`config.mk`:
```
export PLATFORM = sky130hd
export DESIGN_NAME = base_mem_rdstream
export DESIGN_NICKNAME = d
export VERILOG_FILES = /design/src/rtl/base_mem_rdstream.sv
export SDC_FILE = /design/constraint.sdc
export NUM_CORES = 1
export LEC_CHECK = 0
export BUFFER_PORTS_ARGS = -buffer_cell sky130_fd_sc_hd__buf_2
export CORE_MARGIN = 2
export CORE_UTILIZATION = 45
export CTS_CLUSTER_SIZE = 10
export DETAILED_ROUTE_END_ITERATION = 12
export PLACE_DENSITY_LB_ADDON = 0.3
export SYNTH_ARGS = -nofsm -noshare
export SYNTH_HDL_FRONTEND = slang
export SYNTH_SLANG_ARGS = --single-unit
```
`constraint.sdc`:
```
create_clock -name clk -period 6.2 [get_ports clk]
set_input_delay 0.31 -clock clk [delete_from_list [all_inputs] [get_ports clk]]
set_output_delay 0.31 -clock clk [all_outputs]
set_load 0.1 [all_outputs]
```
`src/rtl/base_mem_rdstream.sv`:
```
// base_mem_rdstream
//
// Read-side sequencer for a simple dual-port RAM with a registered read port
// (1-cycle read latency). Accepts a burst command (start address, beat count),
// issues one RAM read per cycle while buffer space allows, and presents the
// returned words as a valid/ready stream with a last-beat marker. A 2-entry
// FIFO absorbs the RAM latency so a burst streams at 1 beat/cycle under
// continuous ready and no word is lost under backpressure.
//
// Ports:
//   clk, reset        clock (rising edge), asynchronous active-high reset
//   i_v / i_r         command valid / ready (ready only when idle)
//   i_addr, i_cnt     burst start address, beat count (0 = empty burst)
//   o_rd_re, o_rd_ra  RAM read enable / address
//   i_rd_rd           RAM read data, valid the cycle after o_rd_re
//   o_v / o_r         output beat valid / ready
//   o_d, o_last       output data, final-beat marker (qualified by o_v)
//   o_idle            no command active, nothing in flight or buffered

module base_mem_rdstream #(
    parameter int unsigned width      = 1,
    parameter int unsigned addr_width = 1,
    parameter int unsigned cnt_width  = 8
) (
    input  logic                  clk,
    input  logic                  reset,
    input  logic                  i_v,
    output logic                  i_r,
    input  logic [addr_width-1:0] i_addr,
    input  logic [cnt_width-1:0]  i_cnt,
    output logic                  o_rd_re,
    output logic [addr_width-1:0] o_rd_ra,
    input  logic [width-1:0]      i_rd_rd,
    output logic                  o_v,
    input  logic                  o_r,
    output logic [width-1:0]      o_d,
    output logic                  o_last,
    output logic                  o_idle
);

    typedef enum logic [0:0] {StIdle, StBusy} state_e;

    state_e                state_q;
    logic [addr_width-1:0] addr_q;
    logic [cnt_width-1:0]  issue_rem_q;
    logic [cnt_width-1:0]  deliver_rem_q;
    logic                  inflight_q;
    logic [width-1:0]      buf_q [2];
    logic                  rd_ptr_q;
    logic                  wr_ptr_q;
    logic [1:0]            buf_cnt_q;

    logic                  accept;
    logic                  pop;
    logic                  issue;
    logic [2:0]            occ_after_pop;

    always_comb begin
        accept = i_v & i_r;
        pop    = o_v & o_r;
        // Words outstanding once this cycle's pop retires; pop implies
        // buf_cnt_q >= 1 so this never underflows.
        occ_after_pop = {1'b0, buf_cnt_q} + {2'b00, inflight_q} - {2'b00, pop};
        issue = (state_q == StBusy) && (issue_rem_q != '0) && (occ_after_pop < 3'd2);
    end

    always_ff @(posedge clk or posedge reset) begin
        if (reset) begin
            state_q       <= StIdle;
            addr_q        <= '0;
            issue_rem_q   <= '0;
            deliver_rem_q <= '0;
            inflight_q    <= 1'b0;
            buf_q[0]      <= '0;
            buf_q[1]      <= '0;
            rd_ptr_q      <= 1'b0;
            wr_ptr_q      <= 1'b0;
            buf_cnt_q     <= 2'd0;
        end else begin
            inflight_q <= issue;

            case (state_q)
                StIdle: begin
                    if (accept) begin
                        addr_q        <= i_addr;
                        issue_rem_q   <= i_cnt;
                        deliver_rem_q <= i_cnt;
                        // An empty burst never leaves idle.
                        if (i_cnt != '0) begin
                            state_q <= StBusy;
                        end
                    end
                end
                StBusy: begin
                    if (issue) begin
                        addr_q      <= addr_q + addr_width'(1);
                        issue_rem_q <= issue_rem_q - cnt_width'(1);
                    end
                    if (pop) begin
                        deliver_rem_q <= deliver_rem_q - cnt_width'(1);
                        if (deliver_rem_q == cnt_width'(1)) begin
                            state_q <= StIdle;
                        end
                    end
                end
                default: state_q <= StIdle;
            endcase

            // Data returns one cycle after issue, so inflight_q marks capture.
            if (inflight_q) begin
                buf_q[wr_ptr_q] <= i_rd_rd;
                wr_ptr_q        <= ~wr_ptr_q;
            end
            if (pop) begin
                rd_ptr_q <= ~rd_ptr_q;
            end
            case ({inflight_q, pop})
                2'b10:   buf_cnt_q <= buf_cnt_q + 2'd1;
                2'b01:   buf_cnt_q <= buf_cnt_q - 2'd1;
                default: buf_cnt_q <= buf_cnt_q;
            endcase
        end
    end

    always_comb begin
        i_r     = (state_q == StIdle);
        o_rd_re = issue;
        o_rd_ra = addr_q;
        o_v     = (buf_cnt_q != 2'd0);
        o_d     = buf_q[rd_ptr_q];
        o_last  = o_v && (deliver_rem_q == cnt_width'(1));
        o_idle  = (state_q == StIdle) && !inflight_q && (buf_cnt_q == 2'd0);
    end

endmodule

```
==> results of run 1 <==
[cell usage after synthesis (2+ instances only)]
cell type   n
dfrtp_1    25
a21oi_1    22
nand2_1    17
nor2_1     12
o21ai_0    11
inv_1       7
clkbuf_1    5
nor2b_1     5
nor3_1      5
ha_1        4
nand2b_1    4
nand3_1     4
nor4_1      4
mux2_2      3
nor3b_1     3
xnor2_1     3
nand4_1     2
o22ai_1     2
or2_2       2
or4_1       2
xor2_1      2
[metal layers]
metal	routed length, µm	global-route usage, %
met1	1450	24.7
met3	89	2.52
met4	37	6.38
met5	0	0
met2	1620	34.4
[registers in the layout, indices dropped and copies added, names as in the netlist]
name and count:
buf_cnt_q 2, issue_rem_q 8, o_rd_ra 1, rd_ptr_q 1, deliver_rem_q 8, buf_q 2
inflight_q 1, state_q 1, wr_ptr_q 1
[path summary, 6_finish.rpt]
| check | endpoint | cells past startpoint | startpoint |
|---|---|---|---|
| worst max-delay path | o_rd_re | 10 | buf_cnt_q[1] |
| worst min-delay path | deliver_rem_q[3] | 2 | reset |
| worst max register to register | issue_rem_q[3] | 10 | buf_cnt_q[1] |
| worst min register to register | rd_ptr_q | 1 | rd_ptr_q |
| max in group asynchronous | buf_cnt_q[0] | 2 | reset |
| min in group clk | deliver_rem_q[7] | 2 | i_cnt[7] |
[area by class of cell]
cell class,count,area [µm²],share of cell area (%)
repair buffers,20,100,6.07
inverters,8,30.0,1.82
flip-flops and latches,25,626,38.0
multi-input cells,129,810,49.1
clock buffers,3,22.5,1.37
clock inverters,1,5.00,0.304
well taps,44,55.1,3.34
[metrics by stage]
| step | cells | util, % | setup WS (ns) | area (µm²) |
|---|---|---|---|---|
| 2_1_floorplan | 168 | - | 2.79 | 1490 |
| 3_3_place_gp | 226 | 52.2 | 3.49 | 1620 |
| 3_5_place_dp | 226 | 52.2 | 3.33 | 1620 |
| 4_1_cts | 230 | 53.1 | 2.95 | 1650 |
| 5_1_grt | 230 | 53.1 | 2.74 | 1650 |
| 6_report | 230 | 53.1 | 2.96 | 1650 |
[cell families (layout without fill, tap and decap cells)]
logic type                 Yosys count  count (layout)  synth area share [%]
xor gates and xnor gates             5               5                  2.94
buffers and inverters               14              32                  3.61
adders and majority gates            5               5                  4.71
DFF                                 25              25                  42.0
muxes                                4               4                  2.94
AOI/OAI and AO/OA                   50              50                  20.3
and+or+nand+nor                     65              65                  23.5
==> metrics.md, run 1 <==
| Metric | Value |
|---|---|
| CP top delay family | `simple AND/OR/NAND/NOR gates` |
| Final hold violation count | `0` |
| First-pass GRT wire length | `5490 µm` |
| Number of vias per cell | `5.63` |
| Synth area leader | `dfrtp_1` |
| Bufs and invs on worst path | `2` |
| Setup violators final | `0` |
| CTS Buf Count | `3` |
| Total negative slack | `0 ns` |
| Mapped Nets | `187` |
| CP Cell Sequence | `nand2_1 -> nor2_1 -> a21oi_1 -> nand2b_1 -> fa_1 -> xnor2_1 -> nand3_1 -> or2_4 -> inv_2 -> buf_2` |
| Number of global-route vias before repair | `1227` |
| Yosys reg bits | `25` |
| Number of diodes | `0` |
| Postcts setup bufs | `0` |
| Initial core utilization | `48.0%` |
| Port Buf Inserts | `20` |
| Final Skew | `0.00163 ns` |
| Final period util | `52.3%` |
| Synth Flop Type | `dfrtp_1` |
| Number of synthesized flops with an enable pin | `0` |
| Io pins | `21` |
| Routed WL | `3190 µm` |
| Initial antenna violation count | `0` |
| Rows | `20` |
| Post-synth top area share | `42.0%` |
| Fmax | `0.308 GHz` |
| Cells after synthesis | `168` |
| Avg WL per Cell | `13.9 µm` |
| Status | `complete, no violations` |
| Max-slew violation count | `0` |
| Chip height | `61.5 µm` |
| DR vias | `1295` |
| Fillers | `324` |
| Crit path capture type | `output pin` |
| FFs w/ async S/R, synth | `100%` |
| Clock Tree Buf Depth | `2` |
| Post-Syn Area | `0.00149 mm²` |
| Nets | `206` |
| Skew-Pair Late Insertion Delay | `0.32 ns` |
| Clock sinks | `25` |
| Commonest non-fill, non-tap cell in the layout | `dfrtp_1` |
| Register area share after synthesis | `42.0%` |
| Worst Tran Pin Value | `0.933 ns` |
| Area grow syn2layout | `10.7%` |
| Top cells by area, synth | `dfrtp_1, a21oi_1, nand2_1, o21ai_0, ha_1` |
| PostCTS Resize Cnt | `0` |
| Detailed-route DRC error count | `0` |
| Min Tclk post-route | `3.24 ns` |
| Max incr delay on CP | `0.52 ns` |
| Worst EP arrival | `2.93 ns` |
| Root buf cell | `clkbuf_4` |
| Worst min-delay path category | `primary input to async pin` |
| Clock transition at the registers of the reported paths | `0.14 ns` |
| CTS Hold Bufs | `0` |
| Layout cell share with drive strength beyond 1 | `19.4%` |
| Max Fanout on Critical Path | `8` |
| # H-tree levels | `1` |
| Slowest CP cell | `dfrtp_1` |
| Maxcap violations | `0` |
| Startpoint Class | `flop` |
| GPL Wtd Cong | `0.839` |
| Crit Path Class | `flop to output pin` |
| Ys Warns | `0` |
| DR iter-0 viols | `50` |
| Die area | `0.00378 mm²` |
| Die width | `61.5 µm` |
| Worst slew margin relative to its limit | `37.7%` |
| Count of cell types in the netlist | `45` |
| Reg2reg setup slack | `3.51 ns` |
| Largest net degree at the start of global routing | `27` |
| Final HPWL DP | `2460 µm` |
| ANT nets after route | `0` |
| GRT Total Usage | `19.5%` |
| CP Data Required Time | `5.89 ns` |
| RSZ-0062 raised after global routing | `false` |
| Commonest non-fill, non-tap cells in the layout | `dfrtp_1, a21oi_1, buf_2` |
| Drt pass-1 iters | `4` |
| GR Overflow Total | `0` |
| CTS tree | `done` |
| Synthesized area per cell | `8.86 µm²` |
| Area of the core | `0.00310 mm²` |
| Min Hold Slack | `0.169 ns` |
Power of run 1 is left out: the tool's default activity adds up to more than one toggle a clock period on the data nets, which glitch-free logic cannot reach.
==> run 2, diff against run 1 <==
Clock period 6.2 ns to 2.6 ns, I/O delays scaled along.
==> metrics.md, run 2 (synthesis gave the netlist of run 1 again) <==
| Metric | Value |
|---|---|
| First-pass GRT wire length | `5510 µm (+0.25%)` |
| Die area | `0.00378 mm² (unchanged)` |
| GPL Wtd Cong | `0.913 (+8.8%)` |
| Final Skew | `0.0134 ns (+0.0118 ns)` |
| Cell Count, Final, Fillers Out | `237 (+3.0%)` |
| Violated checks | `negative hold slack` |
| Startpoint Class | `flop` |
| Fillers | `299 (-7.7%)` |
| Placed inst area | `0.00168 mm² (+3.6%)` |
| Max incr delay on CP | `0.54 ns (+0.02 ns)` |
| GR Overflow Total | `0 (unchanged)` |
| GRT Total Usage | `19.6% (+0.087 points)` |
| Commonest non-fill, non-tap cells in the layout | `dfrtp_1, a21oi_1, buf_2` |
| Sequential cell area | `627 µm² (+0.20%)` |
| Chip height | `61.5 µm (unchanged)` |
| Min Hold Slack | `-0.0155 ns (-0.185 ns)` |
| Layout cell share with drive strength beyond 1 | `24.4% (+5.0 points)` |
| Fmax | `0.396 GHz` |
| Io pins | `21 (unchanged)` |
| Commonest non-fill, non-tap cell in the layout | `dfrtp_1` |
| Detailed-route DRC error count | `0 (unchanged)` |
| Max-slew violation count | `0 (unchanged)` |
| CTS tree | `done` |
| Total negative slack | `0 ns (unchanged)` |
| Routed WL | `3500 µm (+9.7%)` |
| Final HPWL DP | `2610 µm (+6.3%)` |
| Final hold violation count | `12 (+12)` |
| Area grow syn2layout | `16.7%` |
| Worst min-delay path category | `primary input to async pin` |
| Crit Path Class | `flop to output pin` |
| Top flop regs | `deliver_rem_q (8), issue_rem_q (8)` |
| Worst Tran Pin Value | `0.943 ns (+0.00929 ns)` |
| Min Tclk post-route | `2.53 ns` |
| Number of diodes | `0 (unchanged)` |
| CTS Hold Bufs | `0 (unchanged)` |
| DR iter-0 viols | `56 (+12%)` |
| Skew-Pair Late Insertion Delay | `0.33 ns (about the same)` |
| CP top delay family | `simple AND/OR/NAND/NOR gates` |
| Number of global-route vias before repair | `1195 (-2.6%)` |
| Crit path capture type | `output pin` |
| Die width | `61.5 µm (unchanged)` |
| Drt pass-1 iters | `4 (unchanged)` |
| CP Cell Sequence | `nand2_1 -> nor2_4 -> a21oi_1 -> nand2b_1 -> fa_2 -> nand3_1 -> or2_4 -> inv_2 -> buf_12` |
| Clock sinks | `25 (unchanged)` |
| Setup violators final | `0 (unchanged)` |
| Status | `finished with violations` |
| Nets | `213 (+3.4%)` |
| Rows | `20 (unchanged)` |
| Final period util | `97.2%` |
| DP Cell Count | `231 (+2.2%)` |
| Final instance area | `0.00174 mm² (+5.5%)` |
| Largest net degree at the start of global routing | `26 (-3.7%)` |
| DR vias | `1349 (+4.2%)` |
| Initial antenna violation count | `0 (unchanged)` |
| Port Buf Inserts | `20 (unchanged)` |
| Avg WL per Cell | `14.8 µm (+6.5%)` |
| Clock transition at the registers of the reported paths | `0.15 ns (about the same)` |
| Multi-input logic area | `832 µm² (+2.8%)` |
| Slowest CP cell | `fa_2` |
| Root buf cell | `clkbuf_4` |
| ANT nets after route | `0 (unchanged)` |
| Area of the core | `0.00310 mm² (unchanged)` |
| Clock Tree Buf Depth | `2 (unchanged)` |
| Max Fanout on Critical Path | `3 (-5)` |
| # H-tree levels | `1 (unchanged)` |
| CTS Buf Count | `3 (unchanged)` |
| Number of vias per cell | `5.69 (+1.1%)` |
| CP Data Required Time | `2.47 ns (-3.42 ns)` |
| Worst slew margin relative to its limit | `37.1% (-0.62 points)` |
| Maxcap violations | `0 (unchanged)` |
| Bufs and invs on worst path | `2 (unchanged)` |
| Initial core utilization | `48.0% (unchanged)` |
| Worst EP arrival | `2.40 ns (-0.53 ns)` |
run 2: final cells by class:
class,instances,share of cell area [%]
Multi-Input combinational cell,129,47.9
Inverter,8,1.73
Clock buffer,4,1.51
Tap cell,44,3.17
Sequential cell,25,36.1
Timing Repair Buffer,27,9.65
run 2: worst register-to-register path: stages (launching register included):
cell and delay (ns):
dfrtp_1 0.38, nand2_1 0.10, nor2_4 0.12, a21oi_1 0.08, nand2b_1 0.17, fa_2 0.54
nand3_1 0.11, or2_4 0.29, and3_2 0.21, a311o_1 0.26
run 2: per-layer routing:
metal	track usage (%)	up-vias	part of all wire, %
met5	0	-	0
met4	6.38	0	1.5
met3	2.52	7	3.8
met2	31.6	31	49
met1	27.4	655	45
li1	-	656	-
run 2: metrics by stage:
step | util, % | hold slack, ns | worst slack [ns]
after floorplan | - | 0.157 | 0.0310
after global placement | 54.1 | 0.373 | 0.223
after detailed placement | 54.1 | 0.390 | 0.163
after CTS | 55.0 | 0.0400 | 0.00903
after global routing | 56.0 | 0.0426 | -0.0416
final | 56.0 | -0.0155 | 0.0722
run 2: final timing paths:
kind | from | endpoint | slack [ns] | depth (start not counted)
min | reset | deliver_rem_q[3] | -0.02 | 2
min reg2reg | rd_ptr_q | rd_ptr_q | 0.48 | 1
max reg2reg | buf_cnt_q[1] | issue_rem_q[3] | 0.25 | 9
max in group asynchronous | reset | buf_cnt_q[0] | 1.97 | 2
min in group clk | i_rd_rd | buf_q[0] | 0.06 | 2
max | buf_cnt_q[1] | o_rd_re | 0.07 | 9
run 2: repair_timing:
action	CTS	global route
gates resized for setup	1	4
gates cloned	0	0
endpoints found under the setup margin	1	1
buffers inserted	0	2
Power of run 2 is left out for the same reason.
